$ cat config.mk
export PLATFORM = sky130hd
export DESIGN_NAME = phy_deser_align
export DESIGN_NICKNAME = d
export VERILOG_FILES = /design/src/rtl/phy_pkg.sv /design/src/rtl/phy_shift_in.sv /design/src/rtl/phy_deser_align.sv
export SDC_FILE = /design/constraint.sdc
export NUM_CORES = 1
export LEC_CHECK = 0
export ABC_CLOCK_PERIOD_IN_PS = 2200
export BUFFER_PORTS_ARGS = -buffer_cell sky130_fd_sc_hd__buf_4
export CAP_MARGIN = 15
export CELL_PAD_IN_SITES_DETAIL_PLACEMENT = 1
export CELL_PAD_IN_SITES_GLOBAL_PLACEMENT = 2
export CORE_MARGIN = 1
export CORE_UTILIZATION = 38
export DETAILED_ROUTE_END_ITERATION = 16
export GPL_ROUTABILITY_DRIVEN = 0
export PLACE_DENSITY = 0.84
export SYNTH_ARGS = -nofsm -noshare
export SYNTH_HDL_FRONTEND = slang
export SYNTH_SLANG_ARGS = --single-unit
export TNS_END_PERCENT = 10
$ cat constraint.sdc
create_clock -name clk_8f -period 2.2 [get_ports clk_8f]
set_clock_uncertainty 0.05 [all_clocks]
set_input_delay 0.11 -clock clk_8f [delete_from_list [all_inputs] [get_ports clk_8f]]
set_output_delay 0.11 -clock clk_8f [all_outputs]
set_load 0.01 [all_outputs]
$ cat src/rtl/phy_pkg.sv
`default_nettype none
// ============================================================================
// Module   : phy_pkg
// Brief    : Lane FSM states and default comma/idle codes for the PHY blocks.
// Revision : 1.0
// ============================================================================
package phy_pkg;

    typedef enum logic [1:0] {
        ST_HUNT   = 2'd0,
        ST_ALIGN  = 2'd1,
        ST_LOCKED = 2'd2
    } phy_state_e;

    localparam logic [7:0] c_comma_def = 8'hBC;
    localparam logic [7:0] c_idle_def  = 8'h7C;

endpackage
`default_nettype wire

$ cat src/rtl/phy_shift_in.sv
`default_nettype none
// ============================================================================
// Module   : phy_shift_in
// Brief    : Serial shift register, candidate word and comma/idle compare.
// Revision : 1.0
// ============================================================================
module phy_shift_in
    import phy_pkg::*;
#(
    parameter int               WIDTH = 8,
    parameter logic [WIDTH-1:0] COMMA = WIDTH'(c_comma_def),
    parameter logic [WIDTH-1:0] IDLE  = WIDTH'(c_idle_def)
) (
    input  logic             clk_8f,
    input  logic             reset,
    input  logic             i_data,
    output logic [WIDTH-1:0] o_word,
    output logic             o_comma,
    output logic             o_idle
);

    // The oldest bit leaves the window before it is ever compared, so only
    // WIDTH-1 history bits are stored.
    logic [WIDTH-2:0] sr_q;
    logic [WIDTH-2:0] sr_d;
    logic [WIDTH-1:0] w_word;

    always_comb begin
        w_word = {sr_q, i_data};
        sr_d   = w_word[WIDTH-2:0];
    end

    always_ff @(posedge clk_8f or posedge reset) begin
        if (reset) begin
            sr_q <= '0;
        end else begin
            sr_q <= sr_d;
        end
    end

    assign o_word  = w_word;
    assign o_comma = (w_word == COMMA);
    assign o_idle  = (w_word == IDLE);

endmodule
`default_nettype wire

$ cat src/rtl/phy_deser_align.sv
`default_nettype none
// ============================================================================
// Module   : phy_deser_align
// Brief    : Lane receiver: comma hunt, lock/loss FSM and word output stage.
// Revision : 1.0
// ============================================================================
module phy_deser_align
    import phy_pkg::*;
#(
    parameter int               WIDTH      = 8,
    parameter logic [WIDTH-1:0] COMMA      = WIDTH'(c_comma_def),
    parameter logic [WIDTH-1:0] IDLE       = WIDTH'(c_idle_def),
    parameter int               LOCK_COUNT = 4,
    parameter int               LOSS_COUNT = 4
) (
    input  logic             clk_8f,
    input  logic             reset,
    input  logic             data_in,
    output logic [WIDTH-1:0] data_out,
    output logic             valid_out,
    output logic             word_stb,
    output logic             active,
    output logic [1:0]       state
);

    localparam int c_bit_w  = $clog2(WIDTH);
    localparam int c_lock_w = $clog2(LOCK_COUNT + 1);
    localparam int c_loss_w = $clog2(LOSS_COUNT + 1);

    localparam logic [c_bit_w-1:0]  c_bit_last = c_bit_w'(WIDTH - 1);
    localparam logic [c_lock_w-1:0] c_lock_max = c_lock_w'(LOCK_COUNT);
    localparam logic [c_lock_w-1:0] c_lock_one = c_lock_w'(1);
    localparam logic [c_loss_w-1:0] c_loss_max = c_loss_w'(LOSS_COUNT);

    logic [WIDTH-1:0] w_word;
    logic             w_comma;
    logic             w_idle;
    logic             w_boundary;
    logic [c_lock_w-1:0] w_comma_inc;
    logic [c_loss_w-1:0] w_slip_inc;

    phy_state_e          state_q,     state_d;
    logic [c_bit_w-1:0]  bit_cnt_q,   bit_cnt_d;
    logic [c_lock_w-1:0] comma_cnt_q, comma_cnt_d;
    logic [c_loss_w-1:0] slip_cnt_q,  slip_cnt_d;
    logic [WIDTH-1:0]    data_out_q,  data_out_d;
    logic                valid_q,     valid_d;
    logic                stb_q,       stb_d;

    phy_shift_in #(
        .WIDTH (WIDTH),
        .COMMA (COMMA),
        .IDLE  (IDLE)
    ) u_shift_in (
        .clk_8f  (clk_8f),
        .reset   (reset),
        .i_data  (data_in),
        .o_word  (w_word),
        .o_comma (w_comma),
        .o_idle  (w_idle)
    );

    assign w_boundary  = (bit_cnt_q == c_bit_last);
    assign w_comma_inc = comma_cnt_q + 1'b1;
    assign w_slip_inc  = slip_cnt_q + 1'b1;

    always_comb begin
        state_d     = state_q;
        bit_cnt_d   = w_boundary ? '0 : bit_cnt_q + 1'b1;
        comma_cnt_d = comma_cnt_q;
        slip_cnt_d  = slip_cnt_q;
        data_out_d  = data_out_q;
        valid_d     = valid_q;
        stb_d       = 1'b0;

        case (state_q)
            ST_HUNT: begin
                // Any comma, at any offset, re-anchors the word boundary.
                if (w_comma) begin
                    bit_cnt_d   = '0;
                    comma_cnt_d = c_lock_one;
                    state_d     = (LOCK_COUNT == 1) ? ST_LOCKED : ST_ALIGN;
                end
            end

            ST_ALIGN: begin
                if (w_boundary) begin
                    if (w_comma) begin
                        comma_cnt_d = w_comma_inc;
                        if (w_comma_inc == c_lock_max) begin
                            state_d = ST_LOCKED;
                        end
                    end else begin
                        comma_cnt_d = '0;
                        state_d     = ST_HUNT;
                    end
                end
            end

            ST_LOCKED: begin
                if (w_boundary) begin
                    data_out_d = w_word;
                    stb_d      = 1'b1;
                    valid_d    = !w_comma && !w_idle;
                    if (w_comma) begin
                        slip_cnt_d = '0;
                    end
                end else if (w_comma) begin
                    // A comma off the boundary means the lane has slipped.
                    if (w_slip_inc == c_loss_max) begin
                        state_d     = ST_HUNT;
                        bit_cnt_d   = '0;
                        comma_cnt_d = '0;
                        slip_cnt_d  = '0;
                        data_out_d  = '0;
                        valid_d     = 1'b0;
                    end else begin
                        slip_cnt_d = w_slip_inc;
                    end
                end
            end

            default: begin
                state_d     = ST_HUNT;
                bit_cnt_d   = '0;
                comma_cnt_d = '0;
                slip_cnt_d  = '0;
                data_out_d  = '0;
                valid_d     = 1'b0;
            end
        endcase
    end

    always_ff @(posedge clk_8f or posedge reset) begin
        if (reset) begin
            state_q     <= ST_HUNT;
            bit_cnt_q   <= '0;
            comma_cnt_q <= '0;
            slip_cnt_q  <= '0;
            data_out_q  <= '0;
            valid_q     <= 1'b0;
            stb_q       <= 1'b0;
        end else begin
            state_q     <= state_d;
            bit_cnt_q   <= bit_cnt_d;
            comma_cnt_q <= comma_cnt_d;
            slip_cnt_q  <= slip_cnt_d;
            data_out_q  <= data_out_d;
            valid_q     <= valid_d;
            stb_q       <= stb_d;
        end
    end

    assign data_out  = data_out_q;
    assign valid_out = valid_q;
    assign word_stb  = stb_q;
    assign active    = (state_q == ST_LOCKED);
    assign state     = state_q;

endmodule
`default_nettype wire

==> results.md, run 1 <==
- Status: finished clean
- Max_slew headroom: 68.40%
- Worst Path Arrival: 2.19 ns
- Total GRT Usage: 17.30%
- CTS buffer count: 3
- Setup_tns: 0 ns
- Pre-Repair DR Iteration Count: 2
- Worst ir drop on vdd: 361.8 uV
- Antenna cells: 0
- Critical Path Start: bit_cnt_q[0]
- CTS Buffer Depth: 2
- Final Max Tran Viols: 0
- RSZ-0062 raised after global routing: no
- DRT iter0 DRCs: 29
- Core outline area: 3078 um2
- Vias in the first global route: 896
- DRC viols: 0
- WL/cell: 15.18 um
- Final worst path period need: 2.019 ns
- CTS tree: yes
- Seq. cell area: 700.7 um2
- Register bit total from synthesis: 28
- Clock sinks: 28
- Worst-margin pin slew: 0.4707 ns
- DIE AREA: 3485 um2
- Global route overflow: 0
- Pwr dens: 646.9 nW/um2
- Post-Route WL: 2505 um
- Final hold viol count: 0
- Initial core utilization: 40.16%
- IO Count: 16
- Leak: 0.6970 nW
- Initial antenna violation count: 0
- Max Fclk: 0.4953 GHz
- DIE WIDTH: 59.04 um
- Final worst-path setup slack: 0.1810 ns
- Tightest Hold Check Type: input port to asynchronous set/reset pin
- Multi-input combinational cell area: 520.5 um2
- Setup violators final: 0
- First-pass GRT wire length: 4491 um
- Routed vias: 850
- Area Growth Syn to Fin: 19.74%
- Clk Latency, worst-skew pair: 0.32 ns
- Placed cell areas: 1429 um2
- Yosys warns: 0
- Post-DP HPWL: 1832 um
- Synthesized area: 1236 um2
- # Post-CTS Setup Buffers: 0
- Crit-path max FO: 6
- Layout cells sized above 1: 23.97%
- RR Startpoint: bit_cnt_q[0]
- Dpl ws: 0.1064 ns
- Startpoint types: flip-flop
- Antenna-violating nets left: 0
- Crit path kind: flip-flop to flip-flop
- Syn_nets: 107
- Rows: 20
- # H-tree levels: 1
- Root Buffer: clkbuf_4
- Syn_area_per_cell: 12.61 um2
- Fillers: 342
- WP data required: 2.37 ns
- Synth unique cells: 36
- Seq/Total Area, Yosys: 56.68%
- Final Cycle Share: 91.77%
- Critical path endpoint category: flip-flop
- Pin count of the biggest net entering global routing: 29
- Port bufs: 15
- Final Net Count: 132
- Die Span Y: 59.04 um
- Max Cap Viol: 0
- CTS clk-pin slew, worst paths: 0.14 ns
- Post-Syn Instances: 98
- Design area: 1480 um2
- Via-to-Cell Ratio: 5.152
## what timing repair did
item,CTS,global route
endpoints found under the hold margin,29,0
hold buffers,2,0
gates resized for setup,0,1
setup endpoints to repair,0,9
## registers in the layout, summed over array words and instances (netlist names)
signal,count
comma_cnt_q,3
slip_cnt_q,3
state,2
u_shift_in.sr_q,7
word_stb,1
data_out,8
bit_cnt_q,3
valid_out,1
## Yosys cell counts (all sizes together)
master / n / area, um2
a211o: 1 / 8.760
a21boi: 1 / 7.510
a21o: 1 / 7.510
a21oi: 3 / 15.01
a22o: 9 / 80.08
a22oi: 1 / 7.510
a32o: 1 / 10.01
and2: 1 / 7.510
and3: 1 / 6.260
and4: 1 / 8.760
buf: 1 / 5.000
dfrtp: 28 / 700.7
ha: 6 / 75.07
inv: 5 / 18.77
mux2: 1 / 15.01
nand2b: 2 / 12.51
nand3: 3 / 15.01
nand3b: 1 / 7.510
nand4: 2 / 12.51
nor2: 4 / 15.01
nor2b: 4 / 25.02
nor3: 2 / 15.01
nor4: 1 / 6.260
nor4b: 2 / 38.78
o21a: 1 / 7.510
o21ai: 6 / 30.03
o21bai: 1 / 7.510
o31a: 1 / 8.760
o31ai: 3 / 27.52
or4: 1 / 7.510
xnor2: 2 / 17.52
xor2: 1 / 8.760
## metal layers
| layer | part of all wire, % | track usage, % |
|---|---|---|
| met1 | 48 | 23.56 |
| met5 | 0 | 0 |
| met2 | 49 | 28.08 |
| met4 | 0.92 | 6.122 |
| met3 | 2.1 | 2.620 |
## layout make-up
cell class	count	share of cell area (%)
Clock buffer	3	1.522
Timing Repair Buffer	21	10.99
Inverter	5	1.268
Sequential cell	28	47.34
Multi-Input combinational cell	64	35.16
Tap cell	44	3.719
## cells by family (layout without fill, tap and decap cells)
family | after synthesis | count (layout) | synth area share (%)
xor gates and xnor gates | 3 | 3 | 2.126
muxes | 1 | 1 | 1.214
AOI/OAI and AO/OA | 29 | 29 | 17.61
adders and majority gates | 6 | 6 | 6.073
buffers and inverters | 6 | 29 | 1.923
DFF | 28 | 28 | 56.68
and+or+nand+nor | 25 | 25 | 14.37
## critical path, stage by stage, from the launching register on
cell and delay (ns):
dfrtp_1 0.41, ha_1 0.20, ha_1 0.28, o31a_1 0.35, a211o_1 0.33, mux2_4 0.31
## cell usage in the layout, fill, tap and decap left out, drive strengths merged
cell	count
a211o	1
a21boi	1
a21o	1
a21oi	3
a22o	9
a22oi	1
a32o	1
and2	1
and3	1
and4	1
buf	19
clkbuf	3
dfrtp	28
dlygate4sd3	2
ha	6
inv	5
mux2	1
nand2b	2
nand3	3
nand3b	1
nand4	2
nor2	4
nor2b	4
nor3	2
nor4	1
nor4b	2
o21a	1
o21ai	6
o21bai	1
o31a	1
o31ai	3
or4	1
xnor2	2
xor2	1
## metrics by stage
stage | instances | utilization, % | hold WS, ns | total power, mW
2_1_floorplan | 98 | - | 0.09143 | 0.7073
3_3_place_gp | 160 | 46.42 | 0.1471 | 0.7478
3_5_place_dp | 160 | 46.42 | 0.1548 | 0.7616
4_1_cts | 165 | 47.80 | 0.3555 | 0.9694
5_1_grt | 165 | 48.09 | 0.3624 | 1.019
6_report | 165 | 48.09 | 0.3528 | 0.9575
## path summary, 6_finish.rpt
kind                                       to  slack, ns  cells past startpoint
setup / recovery               comma_cnt_q[1]       0.18                      5
hold / removal                    data_out[4]       0.35                      4
setup reg to reg               comma_cnt_q[1]       0.18                      5
hold reg to reg            u_shift_in.sr_q[3]       0.39                      0
max in group asynchronous  u_shift_in.sr_q[6]       1.49                      4
min in group clk_8f        u_shift_in.sr_q[3]       0.39                      0
## power breakdown
group / switching, mW / internal (mW) / total [mW]
registers: 0.0327 / 0.556 / 0.589
logic: 0.0917 / 0.0740 / 0.166
clock network: 0.139 / 0.0642 / 0.203
Power figures use the tool's default switching activity.
==> inputs of run 2 (changes only) <==
--- a/config.mk
+++ b/config.mk
@@ -9,9 +9,10 @@
 export BUFFER_PORTS_ARGS = -buffer_cell sky130_fd_sc_hd__buf_4
 export CAP_MARGIN = 15
 export CELL_PAD_IN_SITES_DETAIL_PLACEMENT = 1
-export CELL_PAD_IN_SITES_GLOBAL_PLACEMENT = 2
+export CELL_PAD_IN_SITES_GLOBAL_PLACEMENT = 1
 export CORE_MARGIN = 1
-export CORE_UTILIZATION = 38
+export CORE_UTILIZATION = 45
+export CTS_CLUSTER_SIZE = 12
 export DETAILED_ROUTE_END_ITERATION = 16
 export GPL_ROUTABILITY_DRIVEN = 0
 export PLACE_DENSITY = 0.84
==> run 2 against run 1 <==
Sequential power about the same. Register-to-register slack about the same. Fmax decreased by 0.45%. Sequential share of layout area decreased by 0.40 points. Critical path type unchanged. Largest cell class unchanged. Count of clock-buffer cells in the layout unchanged. Combinational power about the same. Largest power group unchanged.
==> results.md, run 2 (synthesized netlist as in run 1, its figures left out) <==
- Max reg flops: 8 (unchanged)
- Core outline area: 2545 um2 (was 3078 um2)
- Commonest non-fill, non-tap cells in the layout: 28 x dfrtp_1, 19 x buf_4, 8 x a22o_1 (unchanged)
- Util after Layout: 58.65% (was 48.09%)
- Tightest Hold Check Type: input port to asynchronous set/reset pin (unchanged)
- CTS buffer count: 3 (unchanged)
- Max Fclk: 0.4931 GHz (was 0.4953 GHz)
- Routed vias: 858 (was 850)
- CTS Buffer Depth: 2 (unchanged)
- Worst-margin pin slew: 0.4432 ns (was 0.4707 ns)
- WP data required: 2.38 ns (was 2.37 ns)
- DIE WIDTH: 54.41 um (was 59.04 um)
- Crit path kind: flip-flop to flip-flop (unchanged)
- Rows: 18 (was 20)
- Total GRT Usage: 21.65% (was 17.30%)
- Max stage delay on crit path: 0.41 ns (about the same)
- Global route overflow: 0 (unchanged)
- Setup violators final: 0 (unchanged)
- Clk Latency, worst-skew pair: 0.34 ns (was 0.32 ns)
- CTS tree: yes (unchanged)
- Worst Path Arrival: 2.21 ns (was 2.19 ns)
- Max Cap Viol: 0 (unchanged)
- Worst ir drop on vdd: 604.9 uV (was 361.8 uV)
- Via-to-Cell Ratio: 5.645 (was 5.152)
- Worst path slowest cell: dfrtp_1 (unchanged)
- Pin count of the biggest net entering global routing: 29 (unchanged)
- Pwr dens: 735.8 nW/um2 (was 646.9 nW/um2)
- Vias in the first global route: 920 (was 896)
- Critical path endpoint category: flip-flop (unchanged)
- Final worst path period need: 2.028 ns (was 2.019 ns)
- Most common cell after layout, fill and taps aside: dfrtp_1 (unchanged)
- Port bufs: 15 (unchanged)
- Root Buffer: clkbuf_4 (unchanged)
- Fillers: 264 (was 342)
- Post-DP HPWL: 1848 um (was 1832 um)
- Placed cell areas: 1411 um2 (was 1429 um2)
- Crit-path max FO: 6 (unchanged)
- RR Startpoint: bit_cnt_q[0] (unchanged)
- Max_slew headroom: 70.38% (was 68.40%)
- Startpoint types: flip-flop (unchanged)
- Critical Path Start: bit_cnt_q[0] (unchanged)
- Initial antenna violation count: 0 (unchanged)
- RSZ-0062 raised after global routing: no (unchanged)
- Cell mode on critical path: ha_1 (unchanged)
- Cell breakdown of the critical path: ha_1 -> ha_1 -> o31a_1 -> a211o_1 -> mux2_4 (unchanged)
- # Post-CTS Setup Buffers: 0 (unchanged)
- Clock sinks: 28 (unchanged)
- CTS clk-pin slew, worst paths: 0.16 ns (was 0.14 ns)
- # H-tree levels: 1 (unchanged)
- Layout cells sized above 1: 24.59% (was 23.97%)
- First-pass GRT wire length: 4388 um (was 4491 um)
- Leak: 0.7111 nW (was 0.6970 nW)
- Area Growth Syn to Fin: 20.75% (was 19.74%)
- DRT iter0 DRCs: 4 (was 29)
- DRC viols: 0 (unchanged)
- Status: finished clean (unchanged)
- Pre-Repair DR Iteration Count: 2 (unchanged)
- Die Span Y: 54.41 um (was 59.04 um)
- Initial core utilization: 48.57% (was 40.16%)
- Final Max Tran Viols: 0 (unchanged)
- WL/cell: 18.30 um (was 15.18 um)
- Final Cycle Share: 92.18% (was 91.77%)
- Antenna cells: 0 (unchanged)
- IO Count: 16 (unchanged)
- Design area: 1493 um2 (was 1480 um2)
- Antenna-violating nets left: 0 (unchanged)
- Final hold viol count: 0 (unchanged)
- DIE AREA: 2960 um2 (was 3485 um2)
- Post-Route WL: 2782 um (was 2505 um)
- Final Net Count: 132 (unchanged)
- Setup_tns: 0 ns (unchanged)
-- run 2: cell count changes in the layout (fill, tap and decap cells not counted), sizes merged --
| cell | delta |
|---|---|
| bufinv | +1 |
-- run 2: metal layers --
metal / wire [um] / track usage (%) / vias up
met2: 1467 / 39.43 / 15
met3: 72 / 6.111 / 4
li1: - / - / 413
met4: 27 / 4.701 / 0
met5: 0 / 0 / -
met1: 1214 / 24.91 / 426
-- run 2: layout make-up --
cell class                      instances  area, um2  share of cell area, %
Sequential cell                        28      700.7                  46.94
Multi-Input combinational cell         64      520.5                  34.87
Timing Repair Buffer                   21      162.7                  10.90
Tap cell                               30      37.54                  2.515
Clock inverter                          1      30.03                  2.012
Clock buffer                            3      22.52                  1.509
Inverter                                5      18.77                  1.257
-- run 2: power by group --
| part | leakage (nW) | switching, mW | internal [mW] | total, mW |
|---|---|---|---|---|
| clock | 0.0279 | 0.158 | 0.184 | 0.342 |
| sequential | 0.367 | 0.0339 | 0.556 | 0.590 |
| combinational | 0.316 | 0.0916 | 0.0740 | 0.166 |
| total | 0.711 | 0.283 | 0.815 | 1.10 |
-- run 2: timing repair --
| item | CTS | global route |
|---|---|---|
| hold endpoints to repair | 30 | 0 |
| hold buffers | 2 | 0 |
| gates resized for setup | 0 | 1 |
| setup endpoints to repair | 0 | 9 |
-- run 2: worst paths after layout --
| check | end | slack, ns | depth (start not counted) |
|---|---|---|---|
| hold reg to reg | u_shift_in.sr_q[2] | 0.41 | 0 |
| max in group asynchronous | state[1] | 1.51 | 4 |
| min in group clk_8f | u_shift_in.sr_q[2] | 0.41 | 0 |
| setup / recovery | comma_cnt_q[1] | 0.17 | 5 |
| setup reg to reg | comma_cnt_q[1] | 0.17 | 5 |
| hold / removal | data_out[3] | 0.32 | 4 |
-- run 2: worst max-delay path, delay by kind of cell (launching register included) --
family                   cells  cell delay (ns)
AO/OA/AOI/OAI                2             0.69
flip-flops                   1             0.41
multiplexers                 1             0.31
adder cells (fa/ha/maj)      2             0.48
-- run 2: through the flow --
stage | total power [mW] | hold slack (ns) | worst slack, ns | cells
3_3_place_gp | 0.7453 | 0.1419 | 0.2381 | 146
2_1_floorplan | 0.7073 | 0.09143 | 0.3301 | 98
5_1_grt | 1.156 | 0.3810 | 0.1246 | 152
6_report | 1.098 | 0.3220 | 0.1720 | 152
3_5_place_dp | 0.7594 | 0.1527 | 0.09153 | 146
4_1_cts | 1.107 | 0.3278 | 0.06563 | 152
==> inputs of run 3 (changes only) <==
--- a/config.mk
+++ b/config.mk
@@ -5,17 +5,18 @@
 export SDC_FILE = /design/constraint.sdc
 export NUM_CORES = 1
 export LEC_CHECK = 0
+export ABC_AREA = 1
 export ABC_CLOCK_PERIOD_IN_PS = 2200
 export BUFFER_PORTS_ARGS = -buffer_cell sky130_fd_sc_hd__buf_4
 export CAP_MARGIN = 15
 export CELL_PAD_IN_SITES_DETAIL_PLACEMENT = 1
 export CELL_PAD_IN_SITES_GLOBAL_PLACEMENT = 1
 export CORE_MARGIN = 1
-export CORE_UTILIZATION = 45
+export CORE_UTILIZATION = 42
 export CTS_CLUSTER_SIZE = 12
 export DETAILED_ROUTE_END_ITERATION = 16
 export GPL_ROUTABILITY_DRIVEN = 0
-export PLACE_DENSITY = 0.84
+export PLACE_DENSITY = 0.83
 export SYNTH_ARGS = -nofsm -noshare
 export SYNTH_HDL_FRONTEND = slang
 export SYNTH_SLANG_ARGS = --single-unit
==> run 3 against run 2 <==
The run now ends with design-rule violations left. Synthesized area rose by 4.9%. Sequential share of layout area fell by 1.1 points. Combinational power rose by 14%.
==> results.md, run 3 <==
- Post-synth EDFFs: 0 (unchanged)
- DIE AREA: 3313 um2 (was 2960 um2)
- Final hold viol count: 0 (unchanged)
- Final Net Count: 177 (was 132)
- Failing checks: design-rule violations
- Multi-input combinational cell area: 520.5 um2 (unchanged)
- Pre-Repair DR Iteration Count: 9 (was 2)
- Leak: 0.7954 nW (was 0.7111 nW)
- Max_slew headroom: 76.24% (was 70.38%)
- Layout cells sized above 1: 22.16% (was 24.59%)
- Routed vias: 981 (was 858)
- Tightest Hold Check Type: input port to asynchronous set/reset pin (unchanged)
- Clk Latency, worst-skew pair: 0.33 ns (was 0.34 ns)
- DRC viols: 1 (was 0)
- Synthesized area: 1296 um2 (was 1236 um2)
- DIE WIDTH: 57.56 um (was 54.41 um)
- Post-synthesis adder-cell area fraction: 5.792% (was 6.073%)
- Most used DFF post-synth: dfrtp_1 (unchanged)
- # resized after CTS: 0 (unchanged)
- Final Cycle Share: 76.88% (was 92.18%)
- Post-Syn Instances: 145 (was 98)
- WP data required: 2.42 ns (was 2.38 ns)
- Antenna cells: 0 (unchanged)
- Final worst-path setup slack: 0.5087 ns (was 0.1720 ns)
- DRT iter0 DRCs: 31 (was 4)
- Post-DP HPWL: 2039 um (was 1848 um)
- Max reg flops: 8 (unchanged)
- Syn_nets: 154 (was 107)
- Area Growth Syn to Fin: 17.86% (was 20.75%)
- Final worst path period need: 1.691 ns (was 2.028 ns)
- Die Span Y: 57.56 um (was 54.41 um)
- Critical Path Start: bit_cnt_q[0] (unchanged)
- Critical path endpoint category: flip-flop (unchanged)
- Clock sinks: 28 (unchanged)
- Post-Route WL: 2666 um (was 2782 um)
- Global route overflow: 0 (unchanged)
- Syn_area_per_cell: 8.940 um2 (was 12.61 um2)
- Area fraction in compound gates after synthesis: 7.143% (was 17.61%)
- Worst ir drop on vdd: 498.7 uV (was 604.9 uV)
- Core outline area: 2829 um2 (was 2545 um2)
- Fillers: 334 (was 264)
- First-pass GRT wire length: 4692 um (was 4388 um)
- Crit path kind: flip-flop to flip-flop (unchanged)
- Via-to-Cell Ratio: 4.955 (was 5.645)
- Pwr dens: 734.0 nW/um2 (was 735.8 nW/um2)
- Port bufs: 15 (unchanged)
- RR Startpoint: bit_cnt_q[0] (unchanged)
- Synth unique cells: 22 (was 36)
- Proportion of synthesized area in mux cells: 0% (was 1.215%)
- Setup violators final: 0 (unchanged)
- Simple-Gate Fraction of Synth Area: 26.54% (was 14.37%)
- CTS buffer count: 3 (unchanged)
- Seq/Total Area, Yosys: 54.05% (was 56.68%)
- Register bit total from synthesis: 28 (unchanged)
- FF-to-FF path depth: 7 (was 5)
- Root Buffer: clkbuf_4 (unchanged)
- Max Cap Viol: 0 (unchanged)
- Worst-margin pin slew: 0.3564 ns (was 0.4432 ns)
- Max Fclk: 0.5913 GHz (was 0.4931 GHz)
- Clock power share: 29.9% (was 31.2%)
- Setup_tns: 0 ns (unchanged)
- Seq. cell area: 700.7 um2 (unchanged)
- Sequential share of power: 53.3% (was 53.8%)
- Commonest non-fill, non-tap cells in the layout: 46 x nand2_1, 28 x dfrtp_1, 16 x inv_1, 16 x buf_4, 13 x nor2_1 (was 28 x dfrtp_1, 19 x buf_4, 8 x a22o_1)
- RSZ-0062 raised after global routing: no (unchanged)
- Startpoint types: flip-flop (unchanged)
- IO Count: 16 (unchanged)
- Worst Path Arrival: 1.91 ns (was 2.21 ns)
- Cell with the most instances after synthesis: nand2_1 (was dfrtp_1)
- Final Max Tran Viols: 0 (unchanged)
- Ys async rst share: 100.0% (unchanged)
- Net Sw Frac: 26.45% (was 25.81%)
- Top cells by area, synth: dfrtp_1 54%, nand2_1 13%, ha_1 5.8%, inv_1 4.6%, nor2_1 3.8% (was dfrtp_1 57%, ha_1 6.1%, a22o_1 5.7%, o21ai_0 2.4%, nor2b_1 2.0%)
- Synth top cells by count: 46 x nand2_1, 28 x dfrtp_1, 16 x inv_1 (was 28 x dfrtp_1, 8 x a22o_1, 6 x ha_1, 6 x o21ai_0, 5 x inv_1)
- Most common cell after layout, fill and taps aside: nand2_1 (was dfrtp_1)
- # H-tree levels: 1 (unchanged)
- Switch Pwr: 0.2966 mW (was 0.2834 mW)
- Cell Int Power: 0.8247 mW (was 0.8148 mW)
- Initial core utilization: 45.82% (was 48.57%)
- CTS tree: yes (unchanged)
- Initial antenna violation count: 0 (unchanged)
- Dpl ws: 0.5184 ns (was 0.09153 ns)
- CTS Buffer Depth: 2 (unchanged)
- Antenna-violating nets left: 0 (unchanged)
- Yosys warns: 0 (unchanged)
- Vias in the first global route: 1044 (was 920)
- Status: finished with violations (was finished clean)
- WL/cell: 13.46 um (was 18.30 um)
- Synth top area share: 54.05% (was 56.68%)
- Area leader, netlist: dfrtp_1 (unchanged)
- CTS clk-pin slew, worst paths: 0.15 ns (was 0.16 ns)
- Total GRT Usage: 18.95% (was 21.65%)
- Largest family of logic cells by synthesized area: simple AND/OR/NAND/NOR gates (was compound AO/OA/AOI/OAI gates)
- Comb power frac: 16.8% (was 15.1%)
- Xor/xnor cell area share of the yosys netlist: 0.6757% (was 2.126%)
- Rows: 19 (was 18)
- Crit-path max FO: 9 (was 6)
- Pin count of the biggest net entering global routing: 29 (unchanged)
==> run 3: cell count changes after synthesis, sizes merged, moves of 3 or more <==
cell | previous run | this run
nand2 | 0 | 50
inv | 5 | 20
nor2 | 4 | 18
a22o | 9 | 0
o21ai | 6 | 11
nor2b | 4 | 0
a21oi | 3 | 0
o31ai | 3 | 0
==> run 3: critical path: stages, from the launching register on <==
cell	delay, ns
dfrtp_1	0.42
ha_1	0.20
ha_1	0.26
nor3_2	0.33
o21ai_2	0.12
nand2_4	0.12
nand2_1	0.06
o21ai_1	0.08
==> run 3: kinds of logic (layout without fill, tap and decap cells) <==
group,count (synthesis),in the layout
AOI/OAI and AO/OA,15,15
xor gates and xnor gates,1,1
adders and majority gates,6,6
buffers and inverters,20,42
DFF,28,28
and+or+nand+nor,75,75
==> run 3: power groups by stage <==
stage | combinational, mW | sequential (mW) | clock, mW
final | 0.189 | 0.597 | 0.335
after floorplan | 0.138 | 0.600 | 0
after global placement | 0.173 | 0.603 | 0
after detailed placement | 0.187 | 0.607 | 0
after CTS | 0.194 | 0.598 | 0.349
after global routing | 0.224 | 0.604 | 0.365
==> run 3: area by class of cell <==
cell class                 instances  area share (%)
tap                               31           2.539
clock buffer                       3           1.474
multi-input combinational         97           34.07
clock inverter                     1           1.966
inverter                          20           4.914
sequential                        28           45.86
timing repair buffer              18           9.173
==> run 3: final timing paths <==
path / endpoint / slack [ns]
setup / recovery: data_out[6] / 0.51
hold / removal: data_out[2] / 0.33
setup reg to reg: data_out[6] / 0.51
hold reg to reg: u_shift_in.sr_q[1] / 0.35
max in group asynchronous: comma_cnt_q[0] / 1.50
min in group clk_8f: u_shift_in.sr_q[1] / 0.35
==> run 3: layer usage <==
layer | share of wire (%) | wire (um) | global-route usage, % | vias up
li1 | - | - | - | 491
met1 | 45 | 1198 | 23.49 | 480
met2 | 53 | 1401 | 32.39 | 8
met3 | 1.8 | 47 | 4.082 | 2
met4 | 0.71 | 19 | 6.969 | 0
met5 | 0 | 0 | 0 | -
==> run 3: per-stage QoR <==
step | cell area, um2 | util [%] | total power [mW] | instances | hold WS [ns]
after floorplan | 1296 | - | 0.7383 | 145 | 0.09143
after global placement | 1455 | 51.44 | 0.7761 | 192 | 0.1477
after detailed placement | 1455 | 51.44 | 0.7943 | 192 | 0.1631
after CTS | 1528 | 54.00 | 1.141 | 198 | 0.3430
after global routing | 1528 | 54.00 | 1.194 | 198 | 0.3413
final | 1528 | 54.00 | 1.121 | 198 | 0.3295
==> run 3: what timing repair did <==
| item | in CTS | in global routing |
|---|---|---|
| buffers inserted | 0 | 0 |
| hold endpoints to repair | 30 | 0 |
| hold buffers | 2 | 0 |
